[src/rtl/sync_fifo_param.sv]
// Single-clock FIFO with parametrised width/depth, programmable almost-full/almost-empty
// thresholds, occupancy count, sticky error flags and selectable FWFT read mode.
module sync_fifo_param #(
  parameter int DATA_WIDTH = 8,
  parameter int ADDR_WIDTH = 3,
  parameter int AF_LEVEL   = 6,
  parameter int AE_LEVEL   = 2,
  parameter int FWFT       = 0
) (
  input  logic                  clk,
  input  logic                  rst,
  input  logic                  wr_en,
  input  logic [DATA_WIDTH-1:0] wr_data,
  input  logic                  rd_en,
  output logic [DATA_WIDTH-1:0] rd_data,
  output logic                  full,
  output logic                  empty,
  output logic                  almost_full,
  output logic                  almost_empty,
  output logic [ADDR_WIDTH:0]   count,
  output logic                  overflow,
  output logic                  underflow,
  input  logic                  clr_err
);

  localparam int DEPTH = 2 ** ADDR_WIDTH;
  localparam logic [ADDR_WIDTH:0] DEPTH_C = (ADDR_WIDTH + 1)'(DEPTH);
  localparam logic [ADDR_WIDTH:0] AF_C    = (ADDR_WIDTH + 1)'(AF_LEVEL);
  localparam logic [ADDR_WIDTH:0] AE_C    = (ADDR_WIDTH + 1)'(AE_LEVEL);

  logic [DATA_WIDTH-1:0] mem_reg [DEPTH];
  logic [ADDR_WIDTH-1:0] wr_ptr_reg;
  logic [ADDR_WIDTH-1:0] rd_ptr_reg;
  logic [ADDR_WIDTH:0]   count_reg;
  logic                  overflow_reg;
  logic                  underflow_reg;
  logic                  rd_accept;
  logic                  wr_accept;

  // Flags are decoded from the registered count so they can never lag it.
  assign full         = (count_reg == DEPTH_C);
  assign empty        = (count_reg == '0);
  assign almost_full  = (count_reg >= AF_C);
  assign almost_empty = (count_reg <= AE_C);
  assign count        = count_reg;
  assign overflow     = overflow_reg;
  assign underflow    = underflow_reg;

  // A read frees a slot this cycle, so a write into a full FIFO may proceed alongside it.
  assign rd_accept = rd_en && !empty;
  assign wr_accept = wr_en && (!full || rd_accept);

  always_ff @(posedge clk) begin
    if (rst && wr_accept) begin
      mem_reg[wr_ptr_reg] <= wr_data;
    end
  end

  always_ff @(posedge clk or negedge rst) begin
    if (!rst) begin
      wr_ptr_reg    <= '0;
      rd_ptr_reg    <= '0;
      count_reg     <= '0;
      overflow_reg  <= 1'b0;
      underflow_reg <= 1'b0;
    end else begin
      if (wr_accept) begin
        wr_ptr_reg <= wr_ptr_reg + ADDR_WIDTH'(1);
      end
      if (rd_accept) begin
        rd_ptr_reg <= rd_ptr_reg + ADDR_WIDTH'(1);
      end
      case ({wr_accept, rd_accept})
        2'b10:   count_reg <= count_reg + (ADDR_WIDTH + 1)'(1);
        2'b01:   count_reg <= count_reg - (ADDR_WIDTH + 1)'(1);
        default: count_reg <= count_reg;
      endcase
      // Setting takes priority over a simultaneous clear.
      if (wr_en && full && !rd_en) begin
        overflow_reg <= 1'b1;
      end else if (clr_err) begin
        overflow_reg <= 1'b0;
      end
      if (rd_en && empty) begin
        underflow_reg <= 1'b1;
      end else if (clr_err) begin
        underflow_reg <= 1'b0;
      end
    end
  end

  generate
    if (FWFT != 0) begin : g_fwft
      assign rd_data = mem_reg[rd_ptr_reg];
    end else begin : g_std
      logic [DATA_WIDTH-1:0] rd_data_reg;
      always_ff @(posedge clk or negedge rst) begin
        if (!rst) begin
          rd_data_reg <= '0;
        end else if (rd_accept) begin
          rd_data_reg <= mem_reg[rd_ptr_reg];
        end
      end
      assign rd_data = rd_data_reg;
    end
  endgenerate

endmodule

[config.mk]
export PLATFORM = sky130hd
export DESIGN_NAME = sync_fifo_param
export DESIGN_NICKNAME = d
export VERILOG_FILES = /design/src/rtl/sync_fifo_param.sv
export SDC_FILE = /design/constraint.sdc
export NUM_CORES = 1
export LEC_CHECK = 0
export ABC_CLOCK_PERIOD_IN_PS = 2300
export CAP_MARGIN = 10
export CORE_MARGIN = 5
export CORE_UTILIZATION = 53
export CTS_BUF_LIST = sky130_fd_sc_hd__clkbuf_8
export DETAILED_ROUTE_END_ITERATION = 6
export PLACE_DENSITY = 0.74
export REMOVE_ABC_BUFFERS = 1
export SLEW_MARGIN = 15
export SYNTH_ARGS = -nofsm -noshare
export SYNTH_HDL_FRONTEND = slang
export SYNTH_SLANG_ARGS = --single-unit
export TNS_END_PERCENT = 20
[constraint.sdc]
create_clock -name clk -period 2.3 [get_ports clk]
set_input_delay 0.46 -clock clk [delete_from_list [all_inputs] [get_ports clk]]
set_output_delay 0.46 -clock clk [all_outputs]
set_load 0.05 [all_outputs]
==> results.py, run 1 <==
metrics = {
    "status": {
        "status": "complete, no violations",
    },
    "setup_path": {
        "max_fanout_on_critical_path": 3,
        "critical_path.endpoint_type": "flop",
        "largest_delay_share_family_worst_path": "simple AND/OR/NAND/NOR gates",
        "crit_path_cell_trace": "or4b_4 -> o21a_4 -> inv_4 -> ha_4 -> ha_4 -> inv_4 -> nor4_2 -> nand4b_1 -> o311ai_2",
        "setup.worst_path.start_class": "flop",
        "cpMaxStageDelayCell": "or4b_4",
        "worstPathArrival_ns": 2.51,
        "cp.required_ns": 2.53,
        "regToRegSetupSlack_ns": 0.02,
        "path_buf_inv": 2,
        "critPathKind": "reg -> reg",
        "max_stage_delay_ns": 0.56,
    },
    "sta": {
        "timing.hold.ws_ns": 0.470,
        "unrepaired_setup_endpoints_after_global_routing": "yes",
        "report.final.slew_viol_count": 0,
        "maxClockFrequency_mhz": 439,
        "tns_ns": 0,
        "slew_headroom": 0.659,
        "minimum_clock_period_ns": 2.28,
        "fin_skew_ns": 0.00691,
        "finalSetupViolCount": 0,
        "period_share": 0.991,
        "timing.final.hold_violations": 0,
        "setup_slack_ns": 0.0196,
        "worst_pin_slew_ns": 0.510,
    },
    "clock_tree": {
        "cts_hold_buffers": 0,
        "cts_h_tree_depth": 3,
        "clockRootBuffer": "clkbuf_8",
        "clkTransAtPathRegs_ns": 0.09,
        "cts_num_sinks": 84,
        "clk-insertion-delay-late_ns": 0.36,
        "cts-root-to-sink-buffers": 2,
        "total_cts_buffers": 9,
        "tritoncts_clock_tree": "built",
    },
    "pwr": {
        "irDropWorstVdd_mv": 1.28,
        "cellPowerDensity_nw_per_um2": 1300,
        "cellLeakagePower_nw": 1.70,
        "power.total_mw": 5.76,
    },
    "global_route": {
        "grt.overflow.total": 0,
        "maximum_number_of_pins_on_one_net_before_global_route_repair": 35,
        "first_global_vias": 2029,
        "grt_antenna_before_repair": 0,
        "grt_first_pass_wirelength_um": 10600,
        "grt.total_usage": 0.170,
    },
    "detailed_routing": {
        "drt-vias-per-instance": 5.59,
        "drt.antenna.violating_nets": 0,
        "first_iter_violations": 135,
        "drt_drc_violations_left": 0,
        "via_count": 2126,
        "detailedRoute.firstPassIterationCount": 4,
        "detail_route.wirelength_um": 7010,
        "avgRoutedWirePerCell_um": 18.5,
    },
    "finish": {
        "antennaDiodeCount": 0,
        "num-nets-final": 317,
        "synthToLayoutAreaGrowth_pct": 27.1,
        "largest_reg_flops": 64,
        "drive_gt1_frac": 0.300,
    },
    "flow_run": {
        "max_capacitance_violation_count": 0,
    },
    "die": {
        "die_width_um": 91.2,
        "die_y_um": 91.2,
        "initial_utilization": 0.547,
        "core-area_um2": 6390,
        "ios": 31,
        "die_area_um2": 8310,
        "rows": 29,
    },
    "synth": {
        "yosysSeqAreaShare": 0.694,
        "synth.distinct_cells": 39,
        "yosys_register_bits": 84,
        "dominantRegCellSynth": "edfxtp_1",
        "yosys_warnings": 0,
        "number_of_instances_in_the_synthesized_netlist": 230,
        "synth-edff-count": 64,
        "synth.cell_area_um2": 3490,
        "async_flop_share": 0.238,
        "synth_area_per_cell_um2": 15.2,
    },
    "placed_design": {
        "buffer_ports.inserted": 30,
        "dp_hpwl_um": 4630,
        "routabilityCongestion": 0.805,
        "place_ws_ns": -0.284,
    },
    "min_path": {
        "holdCritPathClass": "in -> async",
    },
}
timing repair:
item | CTS | global route
setup endpoints to repair | 2 | 3
pin swaps | 1 | 10
gates cloned | 0 | 0
gates resized for setup | 7 | 19
buffers inserted | 0 | 2
endpoints found under the hold margin | 0 | 0
stage by stage:
stage                     utilization  std cells  area, um2
final                           0.695        380       4440
after global routing            0.695        380       4440
after CTS                       0.680        378       4340
after detailed placement        0.642        362       4100
after global placement          0.642        362       4100
after floorplan                     -        221       3430
worst paths after layout:
path / endpoint / depth (start not counted) / from
min in group clk: rd_data[7] / 2 / rd_data[7]
worst max register to register: count[3] / 9 / count[2]
worst min-delay path: rd_data[1] / 2 / rst
worst max-delay path: count[3] / 9 / count[2]
max in group asynchronous: rd_data[5] / 2 / rst
worst min register to register: rd_data[7] / 2 / rd_data[7]
per-layer routing:
layer | up-vias | part of all wire | track usage
li1 | 1006 | - | -
met1 | 1048 | 0.43 | 0.226
met2 | 60 | 0.49 | 0.267
met3 | 12 | 0.060 | 0.0463
met4 | 0 | 0.018 | 0.0648
met5 | - | 0 | 0
cells in the final DEF (no fill, tap or decap), drive strengths merged, types with 9 or more instances in the layout:
cell type / n
clkbuf: 9
dfrtp: 20
o21ai: 12
edfxtp: 64
mux2i: 17
mux2: 16
nand2: 25
inv: 14
clkdlybuf4s50: 26
buf: 39
report_power, final:
part	switching, mW	internal, mW
logic	1.48	1.09
clock network	0.544	0.619
registers	0.150	1.88
total	2.17	3.59
cells in the mapped netlist, types with 2 or more instances:
master / instances / area (um2)
nor3_1: 5 / 25.0
mux2_2: 16 / 180
buf_4: 4 / 30.0
nand2_2: 2 / 12.5
buf_1: 2 / 7.51
edfxtp_1: 64 / 1920
nand2b_1: 3 / 18.8
dfrtp_1: 20 / 500
o21ai_1: 8 / 40.0
o21ai_0: 4 / 20.0
inv_2: 2 / 7.51
o22ai_1: 8 / 50.1
nand2_1: 23 / 86.3
ha_1: 5 / 62.6
buf_6: 2 / 22.5
nor2_1: 5 / 18.8
mux2i_1: 17 / 170
xnor2_1: 4 / 35.0
inv_1: 9 / 33.8
a221o_1: 8 / 80.1
layout make-up:
class	instances	area [um2]
clock inverters	7	98.8
repair buffers	66	602
fillers	449	1950
inverters	11	46.3
well taps	77	96.3
clock buffers	9	124
multi-input cells	126	1050
flip-flops and latches	84	2420
kinds of logic (layout without fill, tap and decap cells):
group,after synthesis,count (layout),share of synthesized area
xor gates and xnor gates,5,5,0.0125
adders and majority gates,6,6,0.0236
buffers and inverters,20,93,0.0301
AOI/OAI and AO/OA,34,34,0.0695
and+or+nand+nor,48,48,0.0702
muxes,33,33,0.100
DFF,84,84,0.694
(Power assumes the default switching activity.)
==> run 2: changes to the inputs <==
Settings changed: CTS_CLUSTER_DIAMETER set to 40.
==> results of run 2 <==
Final layout, timing and power as in run 1 (identical DEF).
